### config.mk
export PLATFORM = sky130hd
export DESIGN_NAME = decode_queue_stage
export DESIGN_NICKNAME = d
export VERILOG_FILES = /design/src/rtl/decode_pkg.sv /design/src/rtl/opcodes.sv /design/src/rtl/decode_queue.sv /design/src/rtl/decode_queue_stage.sv
export SDC_FILE = /design/constraint.sdc
export NUM_CORES = 1
export LEC_CHECK = 0
export CAP_MARGIN = 20
export CORE_MARGIN = 1.5
export CORE_UTILIZATION = 58
export DETAILED_ROUTE_END_ITERATION = 12
export HOLD_SLACK_MARGIN = 0.03
export PLACE_DENSITY_LB_ADDON = 0.08
export SKIP_LAST_GASP = 1
export SLEW_MARGIN = 20
export SYNTH_ARGS = -nofsm -noshare
export SYNTH_HDL_FRONTEND = slang
export SYNTH_HIERARCHICAL = 1
export SYNTH_SLANG_ARGS = --single-unit
### constraint.sdc
create_clock -name i_clk -period 4.3 [get_ports i_clk]
set_input_delay 0.645 -clock i_clk [delete_from_list [all_inputs] [get_ports i_clk]]
set_output_delay 0.645 -clock i_clk [all_outputs]
set_load 0.02 [all_outputs]
### src/rtl/decode_pkg.sv
// Shared decoded-entry type and instruction field positions for the decode queue.
// The illegal bit exists only when DECODE_ILLEGAL_OP_EN is defined.
package decode_pkg;

  localparam int OP_HI    = 31;
  localparam int OP_LO    = 26;
  localparam int ALTOP_HI = 25;
  localparam int ALTOP_LO = 18;
  localparam int IMM_HI   = 23;
  localparam int IMM_LO   = 8;
  localparam int RD_HI    = 11;
  localparam int RD_LO    = 8;
  localparam int RS_HI    = 7;
  localparam int RS_LO    = 4;
  localparam int RT_HI    = 3;
  localparam int RT_LO    = 0;

  typedef struct packed {
    logic [31:0] pc;
    logic [5:0]  op;
    logic [7:0]  altop;
    logic [3:0]  rd;
    logic [3:0]  rs;
    logic [3:0]  rt;
    logic [31:0] imm32;
`ifdef DECODE_ILLEGAL_OP_EN
    logic        illegal;
`endif
  } decoded_entry_t;

  function automatic logic [31:0] sext16(input logic [15:0] v);
    return {{16{v[15]}}, v};
  endfunction

endpackage

### src/rtl/opcodes.sv
// Opcode values of the instruction set; decoder and illegal-op check key off these.
package opcodes;

  localparam logic [5:0] OPCODE_JAL  = 6'h03;
  localparam logic [5:0] OPCODE_BEQ  = 6'h04;
  localparam logic [5:0] OPCODE_BNE  = 6'h05;
  localparam logic [5:0] OPCODE_BLT  = 6'h06;
  localparam logic [5:0] OPCODE_BLE  = 6'h07;
  localparam logic [5:0] OPCODE_ADDI = 6'h08;
  localparam logic [5:0] OPCODE_ANDI = 6'h0C;
  localparam logic [5:0] OPCODE_ORI  = 6'h0D;
  localparam logic [5:0] OPCODE_XORI = 6'h0E;
  localparam logic [5:0] OPCODE_LW   = 6'h23;
  localparam logic [5:0] OPCODE_SW   = 6'h2B;

endpackage

### src/rtl/decode_queue.sv
// DEPTH-entry FIFO of decoded entries with occupancy count, synchronous flush
// and asynchronous active-low reset; head reads as zero while empty.
module decode_queue
  import decode_pkg::*;
#(
  parameter int DEPTH = 4
) (
  input  logic                         clk_i,
  input  logic                         rst_ni,
  input  logic                         flush_i,
  input  logic                         push_i,
  input  logic                         pop_i,
  input  decoded_entry_t               push_entry_i,
  output decoded_entry_t               head_o,
  output logic [$clog2(DEPTH+1)-1:0]   count_o,
  output logic                         full_o,
  output logic                         empty_o
);

  localparam int CNT_W = $clog2(DEPTH+1);
  localparam int PTR_W = $clog2(DEPTH);

  decoded_entry_t   mem_q [DEPTH];
  logic [PTR_W-1:0] wr_ptr_q, wr_ptr_d;
  logic [PTR_W-1:0] rd_ptr_q, rd_ptr_d;
  logic [CNT_W-1:0] count_q, count_d;
  logic             do_push;
  logic             do_pop;

  assign full_o  = (count_q == CNT_W'(DEPTH));
  assign empty_o = (count_q == '0);

  // No fall-through: a full queue refuses a word even if the head leaves this cycle.
  assign do_push = push_i && !full_o && !flush_i;
  assign do_pop  = pop_i && !empty_o && !flush_i;

  always_comb begin
    wr_ptr_d = wr_ptr_q;
    rd_ptr_d = rd_ptr_q;
    count_d  = count_q;
    if (flush_i) begin
      wr_ptr_d = '0;
      rd_ptr_d = '0;
      count_d  = '0;
    end else begin
      if (do_push) wr_ptr_d = wr_ptr_q + PTR_W'(1);
      if (do_pop)  rd_ptr_d = rd_ptr_q + PTR_W'(1);
      case ({do_push, do_pop})
        2'b10:   count_d = count_q + CNT_W'(1);
        2'b01:   count_d = count_q - CNT_W'(1);
        default: count_d = count_q;
      endcase
    end
  end

  always_ff @(posedge clk_i or negedge rst_ni) begin
    if (!rst_ni) begin
      wr_ptr_q <= '0;
      rd_ptr_q <= '0;
      count_q  <= '0;
    end else begin
      wr_ptr_q <= wr_ptr_d;
      rd_ptr_q <= rd_ptr_d;
      count_q  <= count_d;
    end
  end

  // Storage needs no reset: it is only observable through a non-empty head.
  always_ff @(posedge clk_i) begin
    if (do_push) mem_q[wr_ptr_q] <= push_entry_i;
  end

  assign head_o  = empty_o ? '0 : mem_q[rd_ptr_q];
  assign count_o = count_q;

endmodule

### src/rtl/decode_queue_stage.sv
// Decode stage: combinational instruction decode feeding a decoded-entry queue.
// Optional macro DECODE_ILLEGAL_OP_EN adds a per-entry illegal-opcode flag.
module decode_queue_stage
  import decode_pkg::*;
  import opcodes::*;
#(
  parameter int DEPTH = 4,
  parameter int PC_W  = 32
) (
  input  logic                       i_clk,
  input  logic                       i_reset_n,
  input  logic                       fetch_valid,
  output logic                       fetch_ready,
  input  logic [PC_W-1:0]            fetch_pc,
  input  logic [31:0]                fetch_inst,
  input  logic                       rr_ready,
  input  logic                       rr_flush,
  output logic                       decode_valid,
  output logic [PC_W-1:0]            decode_pc,
  output logic [5:0]                 decode_op,
  output logic [7:0]                 decode_altop,
  output logic [3:0]                 decode_rd,
  output logic [3:0]                 decode_rs,
  output logic [3:0]                 decode_rt,
  output logic [PC_W-1:0]            decode_imm32,
`ifdef DECODE_ILLEGAL_OP_EN
  output logic                       decode_illegal,
`endif
  output logic [$clog2(DEPTH+1)-1:0] decode_count
);

  decoded_entry_t dec_d;
  decoded_entry_t head;
  logic [5:0]     op;
  logic [15:0]    imm16;
  logic [3:0]     rd_f, rs_f, rt_f;
  logic           accept_en_q;
  logic           q_full;
  logic           q_empty;

  assign op    = fetch_inst[OP_HI:OP_LO];
  assign imm16 = fetch_inst[IMM_HI:IMM_LO];
  assign rd_f  = fetch_inst[RD_HI:RD_LO];
  assign rs_f  = fetch_inst[RS_HI:RS_LO];
  assign rt_f  = fetch_inst[RT_HI:RT_LO];

  always_comb begin
    dec_d       = '0;
    dec_d.pc    = fetch_pc;
    dec_d.op    = op;
    dec_d.altop = fetch_inst[ALTOP_HI:ALTOP_LO];
    dec_d.rs    = rs_f;
    case (op)
      6'h00: begin
        dec_d.rd    = rd_f;
        dec_d.rt    = rt_f;
        dec_d.imm32 = '0;
      end
      OPCODE_BEQ, OPCODE_BLT, OPCODE_BLE, OPCODE_BNE: begin
        dec_d.rt    = rt_f;
        dec_d.imm32 = fetch_pc + 32'd4 + (sext16(imm16) << 2);
      end
      OPCODE_JAL: begin
        dec_d.rd    = rt_f;
        dec_d.imm32 = sext16(imm16) << 2;
      end
      OPCODE_LW: begin
        dec_d.rd    = rt_f;
        dec_d.imm32 = sext16(imm16);
      end
      OPCODE_SW: begin
        dec_d.rt    = rt_f;
        dec_d.imm32 = sext16(imm16);
      end
      default: begin
        // Every unrecognised op, legal or not, is treated as an ALU-immediate.
        dec_d.rd    = rt_f;
        dec_d.imm32 = sext16(imm16);
        dec_d.altop = {2'b00, op};
      end
    endcase
`ifdef DECODE_ILLEGAL_OP_EN
    dec_d.illegal = !(op inside {6'h00, OPCODE_JAL, OPCODE_BEQ, OPCODE_BNE, OPCODE_BLT,
                                 OPCODE_BLE, OPCODE_ADDI, OPCODE_ANDI, OPCODE_ORI,
                                 OPCODE_XORI, OPCODE_LW, OPCODE_SW});
`endif
  end

  // Blocks acceptance on the first edge after reset release.
  always_ff @(posedge i_clk or negedge i_reset_n) begin
    if (!i_reset_n) accept_en_q <= 1'b0;
    else            accept_en_q <= 1'b1;
  end

  decode_queue #(
    .DEPTH (DEPTH)
  ) u_queue (
    .clk_i        (i_clk),
    .rst_ni       (i_reset_n),
    .flush_i      (rr_flush),
    .push_i       (fetch_valid && accept_en_q),
    .pop_i        (rr_ready),
    .push_entry_i (dec_d),
    .head_o       (head),
    .count_o      (decode_count),
    .full_o       (q_full),
    .empty_o      (q_empty)
  );

  assign fetch_ready  = !q_full;
  assign decode_valid = !q_empty;
  assign decode_pc    = head.pc;
  assign decode_op    = head.op;
  assign decode_altop = head.altop;
  assign decode_rd    = head.rd;
  assign decode_rs    = head.rs;
  assign decode_rt    = head.rt;
  assign decode_imm32 = head.imm32;
`ifdef DECODE_ILLEGAL_OP_EN
  assign decode_illegal = head.illegal;
`endif

endmodule

==> results.md, run 1 <==
Run status:
- The flow ran to the end, and the final reports show no timing, DRC or antenna violations.

Flow run:
- The tool flagged a number of max-cap violations equal to 0.

Worst setup path:
- The arrival time of the worst setup path is 3920 ps.
- STA classifies the critical path endpoint as a register.
- In this run the worst path has a maximum fanout of 5.
- For the worst setup path, the data required time is between 4000 and 5000 ps.
- The setup check on the worst reg-to-reg path leaves a slack of 1890 ps.
- The worst setup path is launched from an input port.
- By startpoint and endpoint, the worst setup path is classified as input port to register.

Global routing:
- Entering global routing, the biggest net connects 72 pins.
- The number of antenna violations at the first check in global routing was 0.
- Global routing used 25.35% of the available tracks.
- The wire length of the first global-routing pass is 58,570 um.
- The number of global-route vias before repair is 10.30k.
- For this run the aggregate overflow at the end of global routing stands at 0.

Detailed routing:
- Before antenna repair, the detailed router went through 5 iterations.
- The post-route DRC violation count is 0.
- The detailed router finished its first iteration with 838 violations.
- The vias after detailed routing is 9,769.
- The vias per cell is 6.064.
- The number of nets with antenna violations after detailed routing is 0.
- After detailed routing, the average wire length per cell comes to 23.12 um.
- The total detailed-routing wirelength is 37,240 um.

Power and ir drop:
- Across the VDD grid, the largest voltage drop is 358.3 uV.
- The power density relative to cell area is 446.2 nW/um2.
- The standby leakage power is around 7 nW.

Clock tree:
- The clock transition at the registers of the reported paths is 60 ps.
- In this run the clock root is driven by a clkbuf_16.
- The post-CTS setup buffer count is 0.
- The longest clock path from root to sink contains 3 buffers.
- In this run, CTS created clock tree buffers numbering 39.
- Buffers inserted to repair hold after CTS numbered 0.
- Gates resized during post-CTS repair numbered 0.
- The number of clock sinks is 368.
- The clock tree from TritonCTS is yes.
- The clock insertion delay at the later pin of the skew report is 540 ps.
- The depth of the CTS H-tree is 2.

Place:
- The number of port buffers is 163.
- The cell area after placement is 19,120 um2.
- The final HPWL from detailed placement is 24,630 um.
- Routability-driven placement finished with a final weighted congestion of between 0.9 and 1.

Timing:
- The clock period minus final worst setup slack is 3647 ps.
- For the pin with the worst max-slew slack, the measured transition is 694.8 ps.
- The total count of max-transition violations in the final report is 0.
- The final worst-path cycle share is 84.81%.
- The final setup violation count is 0.
- The final number of hold-violating endpoints is 0.
- Measured against its own limit, the worst slew margin works out to between 50% and 60%.
- Setup repair after global routing left no endpoint under its margin.
- The clock skew is ~16 ps.
- The total negative slack is 0 ps.
- The achievable clock frequency is between 200 and 300 MHz.

Final layout:
- Counting the fill cells in the layout gives 1,864.
- In the final design database the tool counted 1,330 nets.
- The multi-input combinational cells in the finished layout cover a total of 5570 um2.
- The area of all sequential standard cells is 11,020 um2.
- The post-route netlist has between 10% and 20% of its cells at a drive strength greater than 1.
- 0 antenna diodes ended up in the layout.
- The area overhead of the layout relative to synthesis is 20.35%.
- Cells fill a little under three quarters of the core in the end.
- The total non-filler cell area in the finished layout is 20,410 um2.

Yosys:
- The sequential area share after synthesis is 64.92%.
- Ranked by total cell area, the synthesized netlist is headed by edfxtp_1, mux4_2, ha_1.
- In the synthesized netlist the async set-or-reset flop fraction comes to 2.174%.
- The count of flip-flops with a built-in enable after synthesis is 360.
- The commonest register cell after synthesis is edfxtp_1.
- Synthesis produced a netlist whose cell count is 1,017.
- After synthesis the cells add up to 16,960 um2.
- Among all cell types in the netlist, the one instantiated most often is edfxtp_1.
- The portion of synthesized cell area occupied by the leading cell type is 63.74%.
- The count of distinct cell types in the synthesized netlist is 73.
- In the synthesized netlist, the cells that appear most often are edfxtp_1, and2_1, mux4_2, ha_1, a21oi_1.
- The mean instance size in the synthesized netlist is around 17 um2.
- When the netlist entered floorplanning its net count stood at 1,149.
- In this run, synthesis produced a sequential element count of about 370.
- The largest area contributor in the synthesized netlist is edfxtp_1.
- Yosys printed 6 warnings.

Hold path:
- The tightest min-delay check is of the input port to asynchronous set/reset pin type.

Die:
- The placeable core region is 28,780 um2.
- The standard-cell row count is 62.
- Measured along the x axis, the die boundary spans around 170 um.
- For this configuration, the core starts out at a cell density of between 50 and 60%.
- In this run the vertical extent of the chip is 174 um.
- During I/O placement, the number of pins put on the boundary was 164.
- The area enclosed by the die boundary is 30,280 um2.
[layer usage]
| layer | track usage (%) | wire, um | vias up |
|---|---|---|---|
| li1 | - | - | 4437 |
| met4 | 7.866 | 1100 | 0 |
| met2 | 42.35 | 18440 | 331 |
| met1 | 35.06 | 15470 | 4937 |
| met3 | 3.478 | 2233 | 64 |
| met5 | 0 | 0 | - |
[worst max-delay path: stages]
cell and delay, ps:
clkdlybuf4s50_1 550, inv_1 60, ha_1 190, inv_1 60, ha_1 190, inv_1 70
fa_1 460, nand2b_1 190, a21oi_1 410, nor4b_4 120, nor4b_1 430, nor3_1 90
o31ai_1 430
[metrics by stage]
| stage | std cells | setup WS [ps] | power (mW) | hold slack, ps |
|---|---|---|---|---|
| CTS | 1611 | 624.7 | 9.182 | 415.5 |
| global placement | 1541 | 309.1 | 5.824 | 586.2 |
| finish | 1611 | 653.4 | 9.107 | 412.1 |
| floorplan | 1017 | 729.9 | 5.188 | 349.4 |
| detailed placement | 1541 | 140.9 | 5.837 | 607.1 |
| global route | 1611 | 393.4 | 9.441 | 441.3 |
[final timing paths]
| check | from | end | cells after the start |
|---|---|---|---|
| worst max-delay path | fetch_pc[2] | u_queue/mem_q[3][23]$_DFFE_PP_ | 13 |
| worst min-delay path | i_reset_n | u_queue/wr_ptr_q[0]$_DFFE_PN0P_ | 1 |
| worst max register to register | accept_en_q$_DFF_PN0_ | u_queue/mem_q[1][76]$_DFFE_PP_ | 5 |
| worst min register to register | u_queue/wr_ptr_q[1]$_DFFE_PN0P_ | u_queue/wr_ptr_q[1]$_DFFE_PN0P_ | 2 |
| max in group asynchronous | i_reset_n | u_queue/rd_ptr_q[0]$_DFFE_PN0P_ | 1 |
| min in group i_clk | u_queue/wr_ptr_q[1]$_DFFE_PN0P_ | u_queue/wr_ptr_q[1]$_DFFE_PN0P_ | 2 |
[kinds of logic (layout without fill, tap and decap cells)]
kind of cell | count (synthesis) | after routing | synth area share (%)
mux | 98 | 98 | 12.46
simple gates | 234 | 234 | 7.982
xor+xnor | 18 | 18 | 0.9295
other cells | 1 | 1 | 0.02211
compound gates | 161 | 161 | 6.647
buf+inv | 74 | 284 | 2.302
fa+ha+maj | 63 | 63 | 4.736
flops | 368 | 368 | 64.92
[sequential cells by signal (all words and copies together) (netlist names)]
register	count
u_queue/mem_q	360
u_queue/count_o	3
u_queue/rd_ptr_q	2
u_queue/wr_ptr_q	2
accept_en_q	1
[placed cells by master (no fill, tap or decap), types with 5 or more instances in the layout]
cell type,netlist,final
edfxtp_1,360,360
bufinv_16,0,5
nand3_1,10,10
buf_4,0,22
inv_1,20,20
nand2b_1,7,7
nand2_1,31,31
o21ai_0,24,24
o31ai_1,10,10
buf_12,0,9
xor2_1,11,11
nor3_1,15,15
a221o_1,7,7
clkbuf_16,0,40
a21o_1,10,10
dfrtp_1,8,6
nand4_1,10,10
nor2_1,28,28
clkinv_2,0,9
ha_1,61,61
o21bai_1,7,7
clkdlybuf4s50_1,0,163
a21oi_1,32,32
xnor2_1,7,7
mux4_2,90,90
clkbuf_1,23,6
a22oi_1,9,9
a22o_1,6,6
and2_1,105,101
o21a_1,17,17
mux2_2,5,5
[final cells by class]
cell class / count / area share (%)
repair buffers: 194 / 9.686
multi-input cells: 575 / 27.29
flip-flops and latches: 368 / 53.98
clock buffers: 46 / 5.014
inverters: 20 / 0.3678
well taps: 384 / 2.354
clock inverters: 24 / 1.306
[power breakdown]
group / internal [mW] / leakage, nW / switching [mW] / total, mW
registers: 4.01 / 3.37 / 0.0535 / 4.06
clock network: 2.01 / 0.629 / 1.34 / 3.35
logic: 0.808 / 2.88 / 0.882 / 1.69
total: 6.83 / 6.88 / 2.28 / 9.11
No activity file was read; power rests on OpenSTA's default activity.
==> run 2, diff against run 1 <==
--- a/config.mk
+++ b/config.mk
@@ -7,7 +7,7 @@
 export LEC_CHECK = 0
 export CAP_MARGIN = 20
 export CORE_MARGIN = 1.5
-export CORE_UTILIZATION = 58
+export CORE_UTILIZATION = 52
 export DETAILED_ROUTE_END_ITERATION = 12
 export HOLD_SLACK_MARGIN = 0.03
 export PLACE_DENSITY_LB_ADDON = 0.08
==> constraint.sdc (replaced) <==
create_clock -name i_clk -period 3.18 [get_ports i_clk]
set_input_delay 0.477 -clock i_clk [delete_from_list [all_inputs] [get_ports i_clk]]
set_output_delay 0.477 -clock i_clk [all_outputs]
set_load 0.02 [all_outputs]
==> run 2 against run 1 <==
Effect of this change: clock-buffer cell count grew 2; combinational power rose by 56%; first-iteration DRC count is 21% lower; cell count up 12%; largest cell class unchanged; via count grew 4.9%; power grew 37%; hold slack got worse by 180 ps; largest power group unchanged; sequential share of layout area fell by 3.3 points; routed wire length increased by 4.5%.
==> results.md, run 2 (synthesis gave the netlist of run 1 again) <==
Power and ir drop:
- The part of the total power dissipated in sequential elements is 43.8%.
- Combinational cells account for about a fifth of the total power.
- The power density relative to cell area is 574.2 nW/um2.
- The analysis attributes to net switching a power of 3.153 mW.
- The post-layout total power is 12.47 mW.
- The net switching fraction of the power is ~25%.
- The share of total power dissipated in the clock network is a little over a third.
- The worst ir drop on vdd is 431.5 uV.
- The total internal power is just over 9 mW.
- For this design the static power due to leakage is 7.609 nW.

Detailed routing:
- The vias per cell is 5.665.
- The average routed wire per standard cell is 21.53 um.
- The number of nets with antenna violations after detailed routing is 0.
- After the first detailed-routing iteration, the DRC count stood at about 660.
- The routed design has 38,930 um of wire.
- After detailed routing, the number of remaining DRC violations is 0.
- The number of iterations in the first detailed-routing pass is 5.
- The vias after detailed routing is 10.24k.

Global routing:
- The first global-routing pass estimated 60,630 um of wire.
- The number of antenna violations at the first check in global routing is 1.
- For this run the aggregate overflow at the end of global routing stands at 0.
- The number of global-route vias before repair is 10.68k.
- The total routing resource utilization after global routing is 23.89%.
- The largest net degree at the start of global routing is 60.

Final layout:
- The flip-flop count of the largest register, all copies and words added is 360.
- The register with the most flip-flops in the final layout is u_queue/mem_q.
- The most frequent standard cell in the layout excluding fill and tap cells is edfxtp_1.
- The net total in the final layout is roughly 1.5k.
- 0 antenna diodes ended up in the layout.
- The finished cells cover about 22,000 um2.
- The finished layout holds 1,808 standard cells, fillers aside.
- In the layout the commonest cells are edfxtp_1, clkdlybuf4s50_1, buf_4.
- Relative to the synthesized area, the layout overhead comes to 28.07%.
- The layout cell share with drive strength beyond 1 is 25.93%.
- The fraction of the core area covered by cells at the end of the flow is approximately two thirds.

Die:
- The placeable core region is 31,800 um2.
- The floorplan has between 60 and 70 rows.
- The area enclosed by the die boundary is between 30,000 and 40,000 um2.
- In this run the vertical extent of the chip is 183.6 um.
- The effective utilization at floorplan is 53.33%.
- The chip width is 183.6 um.
- The I/O pin count is 164.

Place:
- The worst-case setup slack after placement is -468.9 ps.
- During placement, the flow inserted port buffers numbering 163.
- In this run, placement finished with an instance count of 1,732.
- At the end of routability-driven placement, the weighted congestion stood at 0.9204.
- The final HPWL from detailed placement is ~27,000 um.
- The cell area after placement is 20,350 um2.

Worst setup path:
- The standard cell with the maximum stage delay on the critical path is mux4_2.
- The critical path capture point type is a primary output.
- Traced cell by cell, the critical path runs through buf_12, mux4_2, and2_1, clkdlybuf4s50_1.
- The arrival time of the worst setup path is 2650 ps.
- The largest single stage delay on the critical path is 610 ps.
- The maximum fanout along the worst path is 18.
- The nature of the critical path startpoint is a register.
- Data on the critical path is required at its endpoint by 2700 ps.
- The critical path is of the register to primary output type.
- Together, buffers and inverters on the worst path number 2.
- The kind of cell adding the most delay to the critical path is buffers and inverters.

Clock tree:
- The clock root buffer is clkbuf_16.
- At the later pin of the worst-skew pair, clock insertion delay measures about 520 ps.
- The maximum buffer depth of the clock tree is 3.
- The number of clock buffers inserted by TritonCTS is 39.
- The number of clock sinks is 368.
- The clock transition at the registers of the reported paths is 60 ps.
- The H-tree was split into 2 levels.
- TritonCTS built the clock tree.
- Buffers inserted to repair hold after CTS numbered 0.

Timing:
- The final number of hold-violating endpoints is 0.
- The total count of max-transition violations in the final report is 0.
- Setup violations remaining at the end of the flow were counted as 0.
- The achievable clock frequency is 319.7 MHz.
- Setup repair after global routing could not meet its margin everywhere.
- The clock skew is approximately 14 ps.
- The slack of the critical path is 52.16 ps.
- The final worst-path cycle share is 98.36%.
- The worst slew margin relative to its limit is 34.25%.
- For the pin with the worst max-slew slack, the measured transition is 980.9 ps.
- The clock period minus final worst setup slack is 3128 ps.
- The tightest hold path in the finished design has a slack of 234.7 ps.
- The total negative slack is 0 ps.

Flow run:
- The max-capacitance violation count is 0.

Hold path:
- The worst hold path belongs to the class input port to asynchronous set/reset pin.

Run status:
- The flow ran to the end, and the final reports show no timing, DRC or antenna violations.
## run 2: per-layer routing
layer  global-route usage [%]  share of wire (%)  up-vias
met1                    31.62                 42     5154
met4                    7.508                2.8        0
met5                        0                  0        -
met3                    3.487                4.8       61
li1                         -                  -     4737
met2                    41.05                 50      291
## run 2: final cells by class
cell class,instances,area [um2]
repair buffers,342,3239
flip-flops and latches,368,11020
multi-input cells,575,5609
fillers,2192,10080
clock buffers,48,1031
clock inverters,20,203.9
inverters,20,75.07
well taps,435,544.3
## run 2: power groups by stage
stage                     sequential, mW  combinational [mW]  clock [mW]
after global placement              5.57                2.57           0
after floorplan                     5.54                1.47           0
after CTS                           5.46                2.64        4.46
final                               5.46                2.64        4.37
after global routing                5.46                2.85        4.63
after detailed placement            5.58                2.58           0
## run 2: worst paths after layout
| path | start | end | slack (ps) | cells past startpoint |
|---|---|---|---|---|
| min in group i_clk | fetch_inst[6] | u_queue/mem_q[0][38]$_DFFE_PP_ | 570 | 1 |
| setup reg to reg | accept_en_q$_DFF_PN0_ | u_queue/mem_q[0][89]$_DFFE_PP_ | 1060 | 5 |
| max in group asynchronous | i_reset_n | u_queue/rd_ptr_q[0]$_DFFE_PN0P_ | 2640 | 1 |
| hold reg to reg | u_queue/wr_ptr_q[1]$_DFFE_PN0P_ | u_queue/wr_ptr_q[1]$_DFFE_PN0P_ | 610 | 2 |
| hold / removal | i_reset_n | u_queue/rd_ptr_q[1]$_DFFE_PN0P_ | 230 | 1 |
| setup / recovery | u_queue/rd_ptr_q[0]$_DFFE_PN0P_ | decode_imm32[23] | 50 | 4 |
## run 2: timing repair
item,in CTS,in global routing
resized for setup,1,12
pin swaps,0,1
setup buffers,6,2
endpoints found under the setup margin,82,71
